**config.mk**
```make
export PLATFORM = sky130hd
export DESIGN_NAME = rms_sqrt_arbiter
export DESIGN_NICKNAME = d
export VERILOG_FILES = /design/src/rtl/rms_sqrt_arbiter_pkg.sv /design/src/rtl/rr_arbiter.sv /design/src/rtl/rms_sqrt_arbiter.sv
export SDC_FILE = /design/constraint.sdc
export NUM_CORES = 1
export LEC_CHECK = 0
export BUFFER_PORTS_ARGS = -buffer_cell sky130_fd_sc_hd__buf_4
export CORE_MARGIN = 1
export CORE_UTILIZATION = 45
export CTS_BUF_LIST = sky130_fd_sc_hd__clkbuf_4
export DETAILED_ROUTE_END_ITERATION = 10
export PLACE_DENSITY = 0.87
export SYNTH_ARGS = -nofsm -noshare
export SYNTH_HDL_FRONTEND = slang
export SYNTH_SLANG_ARGS = --single-unit
```
**constraint.sdc**
```tcl
create_clock -name aclk -period 4.7 [get_ports aclk]
set_input_delay 0.94 -clock aclk [delete_from_list [all_inputs] [get_ports aclk]]
set_output_delay 0.94 -clock aclk [all_outputs]
set_load 0.005 [all_outputs]
```
**src/rtl/rms_sqrt_arbiter_pkg.sv**
```systemverilog
// Shared types and defaults for the RMS square-root arbiter.
package rms_pkg;

    typedef enum logic [1:0] {
        S_IDLE   = 2'd0,
        S_ISSUE  = 2'd1,
        S_WAIT   = 2'd2,
        S_RESULT = 2'd3
    } arb_state_e;

    localparam int DEF_INOUT_WIDTH = 16;

    function automatic int default_timeout(input int inout_width);
        return 4 * inout_width;
    endfunction

endpackage

```
**src/rtl/rr_arbiter.sv**
```systemverilog
// Combinational round-robin select: first requester at or after rr_ptr, with wrap-around.
module rr_arbiter #(
    parameter int N_CH = 4,
    parameter int IW   = $clog2(N_CH)
) (
    input  logic [N_CH-1:0] req,
    input  logic [IW-1:0]   rr_ptr,
    output logic [N_CH-1:0] grant,
    output logic [IW-1:0]   grant_idx,
    output logic            grant_any
);

    logic [IW:0] pos_s;

    // scan N_CH positions starting at rr_ptr; the first hit wins
    always_comb begin
        grant     = '0;
        grant_idx = '0;
        grant_any = 1'b0;
        pos_s     = '0;
        for (int i = 0; i < N_CH; i++) begin
            pos_s = {1'b0, rr_ptr} + (IW+1)'(i);
            if (pos_s >= (IW+1)'(N_CH)) begin
                pos_s = pos_s - (IW+1)'(N_CH);
            end else begin
                pos_s = pos_s;
            end
            if (!grant_any && req[pos_s[IW-1:0]]) begin
                grant_any                = 1'b1;
                grant[pos_s[IW-1:0]]     = 1'b1;
                grant_idx                = pos_s[IW-1:0];
            end else begin
                grant_any = grant_any;
            end
        end
    end

endmodule

```
**src/rtl/rms_sqrt_arbiter.sv**
```systemverilog
// Shares one non_restoring_sqrt core between N_CH RMS channels, one operation at a time.
// Optional watchdog enabled by defining RMS_SQRT_ARB_TIMEOUT_EN.
module rms_sqrt_arbiter
    import rms_pkg::*;
#(
    parameter int N_CH           = 4,
    parameter int INOUT_WIDTH    = DEF_INOUT_WIDTH,
    parameter int TIMEOUT_CYCLES = default_timeout(INOUT_WIDTH)
) (
    input  logic                            aclk,
    input  logic                            resetn,
    input  logic [N_CH*2*INOUT_WIDTH-1:0]   s_radicand,
    input  logic [N_CH-1:0]                 s_valid,
    output logic [N_CH-1:0]                 s_ready,
    output logic [2*INOUT_WIDTH-1:0]        core_radicand,
    output logic                            core_i_data_valid,
    input  logic                            core_i_data_ready,
    input  logic [INOUT_WIDTH-1:0]          core_root,
    input  logic                            core_o_data_valid,
    output logic [INOUT_WIDTH-1:0]          m_root,
    output logic [$clog2(N_CH)-1:0]         m_ch,
    output logic                            m_zero,
    output logic                            m_timeout,
    output logic                            m_valid,
    input  logic                            m_ready
);

    localparam int RW = 2 * INOUT_WIDTH;
    localparam int IW = $clog2(N_CH);

    arb_state_e             state_r, state_s;
    logic [IW-1:0]          rr_ptr_r, rr_ptr_s;
    logic [IW-1:0]          ch_r, ch_s;
    logic [RW-1:0]          rad_r, rad_s;
    logic [INOUT_WIDTH-1:0] root_r, root_s;
    logic                   zero_r, zero_s;
    logic                   to_r, to_s;
    logic                   valid_r, valid_s;

    logic [N_CH-1:0]        grant_s;
    logic [IW-1:0]          grant_idx_s;
    logic                   grant_any_s;
    logic [RW-1:0]          rad_ch_s [N_CH];
    logic [RW-1:0]          sel_rad_s;
    logic                   expire_s;

    rr_arbiter #(
        .N_CH (N_CH),
        .IW   (IW)
    ) u_rr (
        .req       (s_valid),
        .rr_ptr    (rr_ptr_r),
        .grant     (grant_s),
        .grant_idx (grant_idx_s),
        .grant_any (grant_any_s)
    );

    // unpack the per-channel radicand bus
    always_comb begin
        for (int k = 0; k < N_CH; k++) begin
            rad_ch_s[k] = s_radicand[k*RW +: RW];
        end
    end

    assign sel_rad_s = rad_ch_s[grant_idx_s];

`ifdef RMS_SQRT_ARB_TIMEOUT_EN
    localparam int CW = $clog2(TIMEOUT_CYCLES + 1);
    logic [CW-1:0] cnt_r;

    // watchdog: cleared while idle, counts every cycle the core owns the operation
    always_ff @(posedge aclk) begin
        if (!resetn) begin
            cnt_r <= '0;
        end else if (state_r == S_IDLE) begin
            cnt_r <= '0;
        end else if (state_r == S_ISSUE || state_r == S_WAIT) begin
            cnt_r <= cnt_r + CW'(1);
        end else begin
            cnt_r <= cnt_r;
        end
    end

    assign expire_s = (state_r == S_ISSUE || state_r == S_WAIT) &&
                      (cnt_r == CW'(TIMEOUT_CYCLES - 1));
`else
    assign expire_s = 1'b0;
`endif

    // next-state and next-result logic
    always_comb begin
        state_s  = state_r;
        rr_ptr_s = rr_ptr_r;
        ch_s     = ch_r;
        rad_s    = rad_r;
        root_s   = root_r;
        zero_s   = zero_r;
        to_s     = to_r;
        valid_s  = valid_r;
        case (state_r)
            S_IDLE: begin
                if (grant_any_s) begin
                    ch_s  = grant_idx_s;
                    rad_s = sel_rad_s;
                    to_s  = 1'b0;
                    // the core never answers a zero radicand, so resolve it here
                    if (sel_rad_s == '0) begin
                        root_s  = '0;
                        zero_s  = 1'b1;
                        valid_s = 1'b1;
                        state_s = S_RESULT;
                    end else begin
                        zero_s  = 1'b0;
                        state_s = S_ISSUE;
                    end
                end else begin
                    state_s = S_IDLE;
                end
            end
            S_ISSUE: begin
                if (core_i_data_ready) begin
                    state_s = S_WAIT;
                end else if (expire_s) begin
                    root_s  = '1;
                    to_s    = 1'b1;
                    valid_s = 1'b1;
                    state_s = S_RESULT;
                end else begin
                    state_s = S_ISSUE;
                end
            end
            S_WAIT: begin
                if (core_o_data_valid) begin
                    root_s  = core_root;
                    valid_s = 1'b1;
                    state_s = S_RESULT;
                end else if (expire_s) begin
                    root_s  = '1;
                    to_s    = 1'b1;
                    valid_s = 1'b1;
                    state_s = S_RESULT;
                end else begin
                    state_s = S_WAIT;
                end
            end
            S_RESULT: begin
                if (m_ready) begin
                    valid_s  = 1'b0;
                    rr_ptr_s = (ch_r == IW'(N_CH - 1)) ? '0 : ch_r + IW'(1);
                    state_s  = S_IDLE;
                end else begin
                    state_s = S_RESULT;
                end
            end
            default: begin
                state_s = S_IDLE;
            end
        endcase
    end

    // state and result registers
    always_ff @(posedge aclk) begin
        if (!resetn) begin
            state_r  <= S_IDLE;
            rr_ptr_r <= '0;
            ch_r     <= '0;
            rad_r    <= '0;
            root_r   <= '0;
            zero_r   <= 1'b0;
            to_r     <= 1'b0;
            valid_r  <= 1'b0;
        end else begin
            state_r  <= state_s;
            rr_ptr_r <= rr_ptr_s;
            ch_r     <= ch_s;
            rad_r    <= rad_s;
            root_r   <= root_s;
            zero_r   <= zero_s;
            to_r     <= to_s;
            valid_r  <= valid_s;
        end
    end

    // handshake strobes follow the live inputs so a dropped request is never granted
    assign s_ready           = (resetn && state_r == S_IDLE) ? grant_s : '0;
    assign core_i_data_valid = resetn && (state_r == S_ISSUE) && core_i_data_ready;
    assign core_radicand     = rad_r;
    assign m_root            = root_r;
    assign m_ch              = ch_r;
    assign m_zero            = zero_r;
    assign m_timeout         = to_r;
    assign m_valid           = valid_r;

endmodule

```
# Yosys cells after proc, flatten, opt, wreduce, memory -nomap -nowiden

Index checks and enable logic that the tools add are counted.

Register bits after elaboration: 56
Input port bits: 153
Output and inout port bits: 58

Add/sub/neg operators: 8
$lt $le $gt $ge: 13
Equality and inequality tests: 8
Mux-type cells: 53
Bitwise operators: 5
Reductions and logical operators: 20

Operator list:

| cell                  | count |
|---|---|
| $bmux W32 S2          | 1 |
| $mux W32              | 2 |
| $mux W16              | 3 |
| $logic_not A32 Y1     | 1 |
| $pmux W16 S2          | 1 |
| $mux W2               | 13 |
| $mux W4               | 5 |
| $mux W1               | 18 |
| $ge A3 B3 Y1 const B  | 4 |
| $lt A2 B3 Y1 const B  | 4 |
| $or A4 B4 Y4          | 3 |
| $logic_and A1 B1 Y1   | 10 |
| $bmux W1 S2           | 4 |
| $demux W1 S2          | 4 |
| $ge A2 B1 Y1 const B  | 4 |
| $ne A2 B2 Y1 const B  | 4 |
| $pmux W2 S4           | 1 |
| $sub A2 B1 Y2 const B | 4 |
| $add A2 B2 Y3 const B | 2 |
| $eq A2 B2 Y1 const B  | 3 |
| $reduce_and A5 Y1     | 1 |
| $reduce_and A2 Y1     | 2 |
| $reduce_and A4 Y1     | 1 |
| $add A2 B1 Y3 const B | 1 |
| other kinds (9)       | 11 |

# Depth between registers and ports, before layout

Word-level depth: 22
Mapped depth: 18
Mapped depth without buffers: 11

# By module

From an unflattened synthesis, not the netlist that was laid out.

Cells, all modules: 358
Area total of the unflattened synthesis: 3,585.9 µm²

Modules (own cells, without submodules):

| module           | instances | cells each | area an instance (µm²) |
|---|---|---|---|
| rms_sqrt_arbiter | 1         | 313        | 3,164.3 |
| rr_arbiter       | 1         | 45         | 421.7 |

# Worst setup path after synthesis

OpenSTA, ideal clock, no wires.

Path kind: register to register
From: register rr_ptr_r[0]
To: register root_r[12], in the netlist m_root[12]
Arrival time: 4.474 ns
Data required time: 4.578 ns
Slack: 0.104 ns
Stages on the path, launching flop included: 18
Buffers on the path: 6
Period minus slack after synthesis: 4.596 ns
Path through: dfxtp_1 buf_2 buf_2 inv_1 clkbuf_1 clkbuf_1 ha_1 buf_2 or3b_1 a211o_1 o211a_2 nor2_2 nand3_1 or4_1 a221o_1 nor4_4 buf_2 o21ai_1

Cells in the longest elaborated chain, start to end: 21

Ends and longest elaborated chain:

| what                                                                   | RTL line                | source |
|---|---|---|
| start: declaration                                                     | rms_sqrt_arbiter.sv:32  | `logic [IW-1:0] rr_ptr_r, rr_ptr_s;` |
| start signal: assignment                                               | rms_sqrt_arbiter.sv:174 | `rr_ptr_r <= rr_ptr_s;` |
| parallel branches: the longest is 20 deep, another holds $add A2 B1 Y3 | -                       |  |
| $reduce_and A4 Y1 (no line) *                                          | -                       |  |
| end signal: assignment                                                 | rms_sqrt_arbiter.sv:177 | `root_r <= root_s;` |
| end: declaration                                                       | rms_sqrt_arbiter.sv:35  | `logic [INOUT_WIDTH-1:0] root_r, root_s;` |

Mark *: on every way between the ends. The select of a mux whose other input is x is not followed.
A chain may end at the register's enable or synchronous reset.

# Worst setup path after layout

From: register rr_ptr_r[1]
To: register state_r[1]

Cells in the longest elaborated chain, start to end: 22

Ends and longest elaborated chain:

| what                                                                   | RTL line                | source |
|---|---|---|
| parallel branches: the longest is 20 deep, another holds $add A2 B1 Y3 | -                       |  |
| $mux W2 *                                                              | rms_sqrt_arbiter.sv:102 | `if (grant_any_s) begin` |
| $pmux W2 S4 *                                                          | rms_sqrt_arbiter.sv:100 | `case (state_r)` |
| end signal: assignment                                                 | rms_sqrt_arbiter.sv:173 | `state_r <= state_s;` |
| end: declaration                                                       | rms_sqrt_arbiter.sv:31  | `arb_state_e state_r, state_s;` |

Marked as above.

==> impl_metrics.env <==
export IMPL_status="completed"
export IMPL_cts_path_max_buffers=2
export IMPL_num_antenna_cells=0
export IMPL_reg2regPathDepth=13
export IMPL_h_tree_depth=2
export IMPL_path_class="reg -> reg"
export IMPL_leakage_nw=2.843
export IMPL_die_area_sq_um=11210
export IMPL_viasPerCell=6.321
export IMPL_cts_buffers_inserted=5
export IMPL_clock_skew_ns=0.007291
export IMPL_cts_root_buf="clkbuf_4"
export IMPL_grt_pass1_vias=5756
export IMPL_power_density_nw_per_um2=210.4
export IMPL_grtUsageMet1=0.4038
export IMPL_drt_iter0_drc=619
export IMPL_wl_mm=18.72
export IMPL_yosysWarnings=0
export IMPL_dp_cells=993
export IMPL_die_h_microns=105.9
export IMPL_grt_antenna_before_repair=0
export IMPL_grt_busiest_layer="met2"
export IMPL_rsz0062_at_grt="no"
export IMPL_drive_above_1_share=0.3075
export IMPL_ir_drop_mv=0.1366
export IMPL_start_kind="flip-flop"
export IMPL_ios=211
export IMPL_async_flop_share=0
export IMPL_layout_min_cycle_time_ns=4.347
export IMPL_tritoncts="yes"
export IMPL_synthMostInstantiatedCell="nand2_1"
export IMPL_nFillCells=979
export IMPL_maxCapViolCount=0
export IMPL_fp_coreArea_sq_um=10420
export IMPL_met3_usage=0.06432
export IMPL_dr_pass1_iters=5
export IMPL_ys_flop_type="dfxtp_1"
export IMPL_worstHoldPathCells=2
export IMPL_finalNonFillerCells=1001
export IMPL_yosysTopAreaCellShare=0.2309
export IMPL_gp_congestion=0.9574
export IMPL_fin_nets=1025
export IMPL_place_port_buffers=209
export IMPL_fin_crit_sh=0.9248
export IMPL_yosysTopAreaCell="dfxtp_1"
export IMPL_synth_common_cells="120 x nand2_1, 78 x nand3_1, 56 x dfxtp_1"
export IMPL_areaGrowthSynthToFinish_pct=36.15
export IMPL_syn_area_per_cell_sq_um=7.099
export IMPL_hpwl_mm=14.17
export IMPL_timing_fmax_mhz=230.1
export IMPL_cts_sinks=56
export IMPL_hold_viol=0
export IMPL_drc=0
export IMPL_synthesis_nets=845
export IMPL_worst_ep_required_time_ns=5.04
export IMPL_fp_dieW_microns=105.9
export IMPL_ys_seq_area_frac=0.2309
export IMPL_netlist_area_sq_um=4856
export IMPL_track_usage=0.3266
export IMPL_insertion_delay_ns=0.39
export IMPL_slew_limit_headroom=0.2563
export IMPL_setup_viol=0
export IMPL_post_cts_repair_setup_buffers=0
export IMPL_dr_total_vias=6327
export IMPL_wl_per_cell_microns=18.70
export IMPL_synth_area_top_cells="dfxtp_1 23%, nand2_1 9.3%, nand3_1 8.0%"
export IMPL_cts_hold_buf=0
export IMPL_grt_pass1_wl_mm=28.86
export IMPL_slew_violations=0
export IMPL_whs_ns=0.4759
export IMPL_grt_max_degree=75
export IMPL_worst_slew_pin_slew_ns=1.113
export IMPL_use_met2=0.5219
export IMPL_gr_total_overflow=0
export IMPL_arrival_ns=4.69
export IMPL_cp_max_fo=14
export IMPL_end_kind="flip-flop"
export IMPL_start_util=0.4662
export IMPL_ant_nets=0
export IMPL_syn_inst=684
export IMPL_synth_edf_count=0
export IMPL_fin_tns_setup_ns=0
export IMPL_clk_pin_slew_ns=0.16
export IMPL_ctsResizeCount=0
export IMPL_worstHoldPathType="reg -> reg"
export IMPL_ys_types=71
export IMPL_ys_ff_latch=56
export IMPL_row_count=37
-- power by group --
part	switching, mW	leakage [nW]	internal (mW)
combinational	0.326	2.35	0.287
sequential	0.0356	0.460	0.519
clock	0.164	0.0316	0.0597
-- flip-flops by register name, summed over array words and instances (netlist names) --
name           cells
core_radicand     32
m_root            16
m_ch               2
rr_ptr_r           2
state_r            2
m_valid            1
m_zero             1
-- layer usage --
layer  part of all wire  wire length (microns)
met1               0.39                   7322
met2               0.46                   8528
met3              0.095                   1780
met4              0.058                   1090
met5                  0                      0
-- critical path: stages (launching register included) --
cell       delay [ns]
dfxtp_1          0.36
inv_1            0.08
ha_1             0.56
mux4_2           0.64
nor2b_2          0.19
buf_4            0.22
o21ai_1          0.08
buf_4            0.20
a2111oi_0        0.48
o2111ai_1        0.17
a221oi_1         0.44
nand4_1          0.25
or4_4            0.49
a21boi_1         0.15
-- cell usage in the layout (no fill, tap or decap), drive strengths merged, types with 10 or more instances in the layout --
cell type  netlist  layout
and3            10      10
nand2          120     120
a21boi          21      21
nor2b           20      20
nor3            15      15
o21ai           38      38
nand3           78      78
a221o           10      10
a211oi          12      12
nor2            25      25
a32oi           17      17
dfxtp           56      56
mux2i           16      16
a21oi           44      44
a22o            10      10
buf             16     236
-- worst paths after layout --
path | start | endpoint | slack, ns
worst max register to register | rr_ptr_r[1] | state_r[1] | 0.35
worst min-delay path | m_zero | m_zero | 0.48
worst min register to register | m_zero | m_zero | 0.48
worst max-delay path | rr_ptr_r[1] | state_r[1] | 0.35
-- stage by stage --
step | util | worst slack (ns) | area, sq um | power, mW
after floorplan | - | 0.1042 | 4856 | 0.8744
after global placement | 0.6291 | 0.4715 | 6553 | 1.161
after detailed placement | 0.6291 | 0.3373 | 6553 | 1.165
after CTS | 0.6347 | 0.3851 | 6611 | 1.383
after global routing | 0.6347 | 0.1120 | 6611 | 1.465
final | 0.6347 | 0.3534 | 6611 | 1.391
-- cell type report --
class | instances | area [sq um] | area share
clock buffers | 5 | 37.54 | 0.005678
multi-input cells | 560 | 3470 | 0.5248
clock inverters | 3 | 21.27 | 0.003217
flip-flops and latches | 56 | 1122 | 0.1698
well taps | 136 | 170.2 | 0.02574
repair buffers | 236 | 1772 | 0.2680
inverters | 5 | 18.77 | 0.002839
-- kinds of logic (layout without fill, tap and decap cells) --
| group | count (synthesis) | after routing | synth area share |
|---|---|---|---|
| fa+ha+maj | 8 | 8 | 0.02061 |
| compound gates | 217 | 217 | 0.3205 |
| flops | 56 | 56 | 0.2309 |
| mux | 27 | 27 | 0.06545 |
| other cells | 1 | 1 | 0.0007723 |
| simple gates | 307 | 307 | 0.3061 |
| buf+inv | 68 | 249 | 0.05566 |
No activity file was read; power rests on OpenSTA's default activity.
